--- src/rtl/sram_arbiter_pkg.sv ---
// Shared constants for the two-master SRAM arbiter: source IDs, FSM states and
// default widths.
package sram_arbiter_pkg;

  localparam int ADDR_W_DEF     = 32;
  localparam int DATA_W_DEF     = 32;
  localparam int MAX_OUT_DEF    = 2;
  localparam int STARVE_LIM_DEF = 4;
  localparam int STRB_W         = 4;

  // Source IDs stored in the response-routing FIFO.
  localparam logic SRC_INST = 1'b0;
  localparam logic SRC_DATA = 1'b1;

  typedef enum logic [1:0] {
    ARB_IDLE   = 2'd0,
    ARB_LOCK_I = 2'd1,
    ARB_LOCK_D = 2'd2
  } arb_state_e;

  // Pointer width that stays legal for a single-entry FIFO.
  function automatic int ptr_w(input int depth);
    return (depth > 1) ? $clog2(depth) : 1;
  endfunction

endpackage

--- src/rtl/sram_arb_fifo.sv ---
// Small circular FIFO holding the source ID of every accepted transaction so
// in-order responses can be steered back to the master that issued them.
module sram_arb_fifo
  import sram_arbiter_pkg::*;
#(
  parameter int DEPTH = MAX_OUT_DEF,
  parameter int WIDTH = 1
) (
  input  logic             clk,
  input  logic             rstn,
  input  logic             push_i,
  input  logic [WIDTH-1:0] push_data_i,
  input  logic             pop_i,
  output logic             full_o,
  output logic             empty_o,
  output logic [WIDTH-1:0] head_o
);

  localparam int PTR_W = ptr_w(DEPTH);
  localparam int CNT_W = $clog2(DEPTH + 1);
  localparam logic [PTR_W-1:0] LAST_PTR = PTR_W'(DEPTH - 1);
  localparam logic [CNT_W-1:0] FULL_CNT = CNT_W'(DEPTH);

  logic [WIDTH-1:0] mem_q [DEPTH];
  logic [PTR_W-1:0] wr_ptr_q, rd_ptr_q;
  logic [CNT_W-1:0] count_q;
  logic             do_push, do_pop;

  assign full_o  = (count_q == FULL_CNT);
  assign empty_o = (count_q == '0);
  assign head_o  = mem_q[rd_ptr_q];

  // Pops on an empty FIFO are stale responses and are dropped here.
  assign do_push = push_i && !full_o;
  assign do_pop  = pop_i && !empty_o;

  // NOTE: sequential state uses non-blocking assignments so every register
  // samples the pre-edge values of its neighbours, matching the hardware.
  always_ff @(posedge clk or negedge rstn) begin
    if (!rstn) begin
      wr_ptr_q <= '0;
      rd_ptr_q <= '0;
      count_q  <= '0;
    end else begin
      if (do_push) wr_ptr_q <= (wr_ptr_q == LAST_PTR) ? '0 : wr_ptr_q + 1'b1;
      if (do_pop)  rd_ptr_q <= (rd_ptr_q == LAST_PTR) ? '0 : rd_ptr_q + 1'b1;
      unique case ({do_push, do_pop})
        2'b10:   count_q <= count_q + 1'b1;
        2'b01:   count_q <= count_q - 1'b1;
        default: count_q <= count_q;
      endcase
    end
  end

  // NOTE: the storage array is deliberately not reset; emptiness is carried
  // by the pointers and count, so stale contents are never observed.
  always_ff @(posedge clk) begin
    if (do_push) mem_q[wr_ptr_q] <= push_data_i;
  end

endmodule

--- src/rtl/sram_arbiter.sv ---
// Two-master (fetch / load-store) arbiter onto one SRAM-like bridge port with
// grant locking, an outstanding-transaction limit and in-order response routing.
module sram_arbiter
  import sram_arbiter_pkg::*;
#(
  parameter int ADDR_W     = ADDR_W_DEF,
  parameter int DATA_W     = DATA_W_DEF,
  parameter int MAX_OUT    = MAX_OUT_DEF,
  parameter int STARVE_LIM = STARVE_LIM_DEF
) (
  input  logic              clk,
  input  logic              rstn,
  // fetch master
  input  logic              inst_req,
  input  logic [ADDR_W-1:0] inst_addr,
  output logic              inst_addr_ok,
  output logic              inst_data_ok,
  output logic [DATA_W-1:0] inst_rdata,
  // load/store master
  input  logic              data_req,
  input  logic              data_wr,
  input  logic [STRB_W-1:0] data_wstrb,
  input  logic [ADDR_W-1:0] data_addr,
  input  logic [DATA_W-1:0] data_wdata,
  output logic              data_addr_ok,
  output logic              data_data_ok,
  output logic [DATA_W-1:0] data_rdata,
  // bridge
  output logic              mem_req,
  output logic              mem_wr,
  output logic [STRB_W-1:0] mem_wstrb,
  output logic [ADDR_W-1:0] mem_addr,
  output logic [DATA_W-1:0] mem_wdata,
  input  logic              mem_addr_ok,
  input  logic              mem_data_ok,
  input  logic [DATA_W-1:0] mem_rdata
);

  localparam logic [2:0] STARVE_MAX = 3'(STARVE_LIM);

  arb_state_e state_q, state_d;
  logic [2:0] starve_q, starve_d;
  logic       req_raw, sel_data, accept, pop;
  logic       fifo_full, fifo_empty, fifo_head;

  // NOTE: every signal assigned in always_comb gets a default first, so no
  // path leaves it unassigned and no latch is inferred.
  always_comb begin
    state_d  = state_q;
    sel_data = 1'b0;
    req_raw  = 1'b0;
    unique case (state_q)
      ARB_IDLE: begin
        // Data wins unless fetch has waited through STARVE_LIM data grants.
        sel_data = data_req && !(inst_req && starve_q == STARVE_MAX);
        req_raw  = !fifo_full && (inst_req || data_req);
        if (req_raw && !mem_addr_ok) state_d = sel_data ? ARB_LOCK_D : ARB_LOCK_I;
      end
      ARB_LOCK_I: begin
        req_raw = 1'b1;
        if (mem_addr_ok) state_d = ARB_IDLE;
      end
      ARB_LOCK_D: begin
        sel_data = 1'b1;
        req_raw  = 1'b1;
        if (mem_addr_ok) state_d = ARB_IDLE;
      end
      default: state_d = ARB_IDLE;
    endcase
  end

  // Request path is combinational, so it is qualified by reset to keep the
  // bridge quiet while rstn is low.
  assign mem_req   = req_raw && rstn;
  assign mem_wr    = sel_data && data_wr;
  assign mem_wstrb = sel_data ? data_wstrb : '0;
  assign mem_addr  = sel_data ? data_addr  : inst_addr;
  assign mem_wdata = sel_data ? data_wdata : '0;

  assign accept       = mem_req && mem_addr_ok;
  assign inst_addr_ok = accept && !sel_data;
  assign data_addr_ok = accept && sel_data;

  assign pop          = mem_data_ok && !fifo_empty;
  assign inst_data_ok = pop && (fifo_head == SRC_INST);
  assign data_data_ok = pop && (fifo_head == SRC_DATA);
  assign inst_rdata   = mem_rdata;
  assign data_rdata   = mem_rdata;

  always_comb begin
    starve_d = starve_q;
    if (!inst_req || inst_addr_ok) begin
      starve_d = '0;
    end else if (data_addr_ok && starve_q != STARVE_MAX) begin
      starve_d = starve_q + 3'd1;
    end
  end

  always_ff @(posedge clk or negedge rstn) begin
    if (!rstn) begin
      state_q  <= ARB_IDLE;
      starve_q <= '0;
    end else begin
      state_q  <= state_d;
      starve_q <= starve_d;
    end
  end

  sram_arb_fifo #(
    .DEPTH (MAX_OUT),
    .WIDTH (1)
  ) u_src_fifo (
    .clk         (clk),
    .rstn        (rstn),
    .push_i      (accept),
    .push_data_i (sel_data ? SRC_DATA : SRC_INST),
    .pop_i       (pop),
    .full_o      (fifo_full),
    .empty_o     (fifo_empty),
    .head_o      (fifo_head)
  );

endmodule

--- config.mk ---
export PLATFORM = sky130hd
export DESIGN_NAME = sram_arbiter
export DESIGN_NICKNAME = d
export VERILOG_FILES = /design/src/rtl/sram_arbiter_pkg.sv /design/src/rtl/sram_arb_fifo.sv /design/src/rtl/sram_arbiter.sv
export SDC_FILE = /design/constraint.sdc
export NUM_CORES = 1
export LEC_CHECK = 0
export CORE_AREA = 5 5 104 106
export DETAILED_ROUTE_END_ITERATION = 8
export DIE_AREA = 0 0 109 111
export GPL_TIMING_DRIVEN = 1
export PLACE_DENSITY = 0.68
export SYNTH_ARGS = -nofsm -noshare
export SYNTH_HDL_FRONTEND = slang
export SYNTH_SLANG_ARGS = --single-unit
export TNS_END_PERCENT = 5
--- constraint.sdc ---
create_clock -name clk -period 2.95 [get_ports clk]
set_clock_uncertainty 0.15 [all_clocks]
set_input_delay 0.59 -clock clk [delete_from_list [all_inputs] [get_ports clk]]
set_output_delay 0.59 -clock clk [all_outputs]
set_load 0.05 [all_outputs]
==> flow_summary.ini <==
[floorplan]
pin_count = 277
die_w_um = 109
start_util = 0.187
num_rows = 36
die_y_um = 111
coreArea_sq_um = 9680
dieArea_sq_um = 12100

[placed_design]
gp_congestion = 0.831
place.port_buffers = 180
place_inst = 461
place_hpwl_mm = 6.27
placedInstanceArea_sq_um = 3210

[outcome]
status = completed

[setup_path]
crit_arrival_ps = 2150
criticalPathCategory = input port to primary output
startpoint_type = input port
rr_startpoint = state_q[0]
crit_fanout = 17
crit_path_end_kind = primary output
cp.required_ps = 2210
timing.critical_path.from = data_req

[finish]
area_growth_pct = 89.0
nets = 482
n_antenna_cell = 0
fin_util = 0.354
fill_cells = 1002
stdcell_count = 469
drive_gt1_frac = 0.390
final_area_sq_um = 3430

[timing]
slew_headroom = 0.647
max_freq_mhz = 346
fin_crit_ps = 2890
worst_pin_slew_ps = 524
setup_viol = 0
hold_viol_final = 0
final_max_slew_viol_count = 0
period_share = 0.980
rsz0062_at_grt = false

[synthesis]
async_reset_ff_frac = 0.818
synth_nets = 356
synth.distinct_cells = 36
seq_area_frac_synth = 0.157
yosysMostFrequentCell = buf_4
synth-seq-cells = 11
synth_flop_cell = dfrtp_1
yosys-top-cells-count = buf_4 (64), and2_1 (38), mux2_2 (32)
synthCells = 211
yosysWarningCount = 0
synth-edff-count = 2
yosys.area.top_type = buf_4
synth_top_area_share = 0.265
synth_area_leaders = buf_4 (27%), mux2_2 (20%), and2_1 (13%), dfrtp_1 (12%), ha_1 (4.1%)
avgSynthCellArea_sq_um = 8.59
syn_area_sq_um = 1810

[global_route]
grt_overflow_total = 0
grt_max_degree = 42
grt_pass1_vias = 1980
track_usage = 0.115
grt_pass1_wl_mm = 11.0
antenna_found_initial = 0

[drt]
totalWireLength_mm = 7.36
first_iter_violations = 48
vias = 1800
wl_per_cell_um = 15.7
via_per_inst = 3.84
drc = 0
postRouteAntennaNets = 0
drtPass1Iterations = 4

[clock_network]
clock_latency_ps = 230
path_clk_slew_ps = 50
cts_buffers = 3
clock_tree.buffer_depth = 2
cts_tree = yes
htreeDepth = 1
root_buffer = clkbuf_8
hold_buffers = 0
clock-sinks = 11

[run]
cap_violations = 0

[worst_hold_path]
hold_class = flop to flop
min_from = u_src_fifo.rd_ptr_q

[pwr]
p_leak_uw = 0.00148
p_per_area_nw_per_um2 = 1220
vdd.ir_drop.worst_mv = 0.904
-- kinds of logic after synthesis --
kind of cell	Yosys count	share of synthesized area
buffers and inverters	81	0.307
xor gates and xnor gates	5	0.0242
adders and majority gates	6	0.0414
muxes	33	0.204
and+or+nand+nor	61	0.198
DFF	11	0.157
AOI/OAI and AO/OA	14	0.0676
-- registers in the layout, indices dropped and copies added, names as in the netlist --
signal               count
u_src_fifo.wr_ptr_q      1
u_src_fifo.rd_ptr_q      1
u_src_fifo.count_q       2
u_src_fifo.mem_q         2
starve_q                 3
state_q                  2
-- per-stage QoR --
step	setup TNS (ps)	hold slack [ps]	setup WS (ps)	total power (uW)
after floorplan	0	144	151	2910
after global placement	-880	328	-46.4	3720
after detailed placement	-1410	326	-62.6	3750
after CTS	0	340	59.7	4200
after global routing	0	357	5.33	4360
final	0	340	59.8	4160
-- repair_timing --
| item | CTS | global route |
|---|---|---|
| setup endpoints to repair | 33 | 5 |
| cloned | 1 | 0 |
| pin swaps | 1 | 0 |
| setup buffers | 3 | 0 |
| resized for setup | 35 | 1 |
-- cell type report --
cell class              count  area, sq um  area share
inverters                   9         36.3      0.0106
well taps                 133          166      0.0486
flip-flops and latches     11          285      0.0833
multi-input cells         119          981       0.286
repair buffers            193         1910       0.558
clock buffers               4         45.0      0.0131
-- critical path, stage by stage --
cell	delay, ps
clkdlybuf4s50_1	480
a31oi_4	240
buf_4	150
buf_12	140
mux2_2	370
buf_12	150
-- cells in the final DEF (no fill, tap or decap), types with 3 or more instances in the layout --
cell type        instances
inv_1                    8
and2_1                  38
clkdlybuf4s50_1        105
buf_4                   50
clkbuf_8                 3
xnor2_1                  3
buf_12                   5
buf_6                   31
nand2_1                  5
dfrtp_1                  9
mux2_2                  32
ha_1                     5
nor2_1                   5
-- power by group --
part	internal, uW	leakage, uW	total (uW)	switching (uW)
Sequential	215	0.000133	263	48.1
Combinational	1450	0.00132	3750	2300
Clock	94.9	0.0000228	151	56.1
Total	1760	0.00148	4160	2400
-- per-layer routing --
| metal | GRT usage | part of all wire | up-vias |
|---|---|---|---|
| met2 | 0.207 | 0.54 | 72 |
| met5 | 0 | 0 | - |
| met1 | 0.134 | 0.37 | 835 |
| met4 | 0.0370 | 0.018 | 0 |
| met3 | 0.0239 | 0.064 | 14 |
| li1 | - | - | 879 |
-- final timing paths --
| check | cells after the start | to | slack [ps] |
|---|---|---|---|
| setup / recovery | 6 | mem_addr[19] | 60 |
| hold / removal | 1 | u_src_fifo.rd_ptr_q | 340 |
| setup reg to reg | 9 | u_src_fifo.count_q[1] | 780 |
| hold reg to reg | 1 | u_src_fifo.rd_ptr_q | 340 |
| max in group asynchronous | 2 | u_src_fifo.wr_ptr_q | 1940 |
| min in group asynchronous | 2 | u_src_fifo.rd_ptr_q | 570 |
Power figures use the tool's default switching activity.
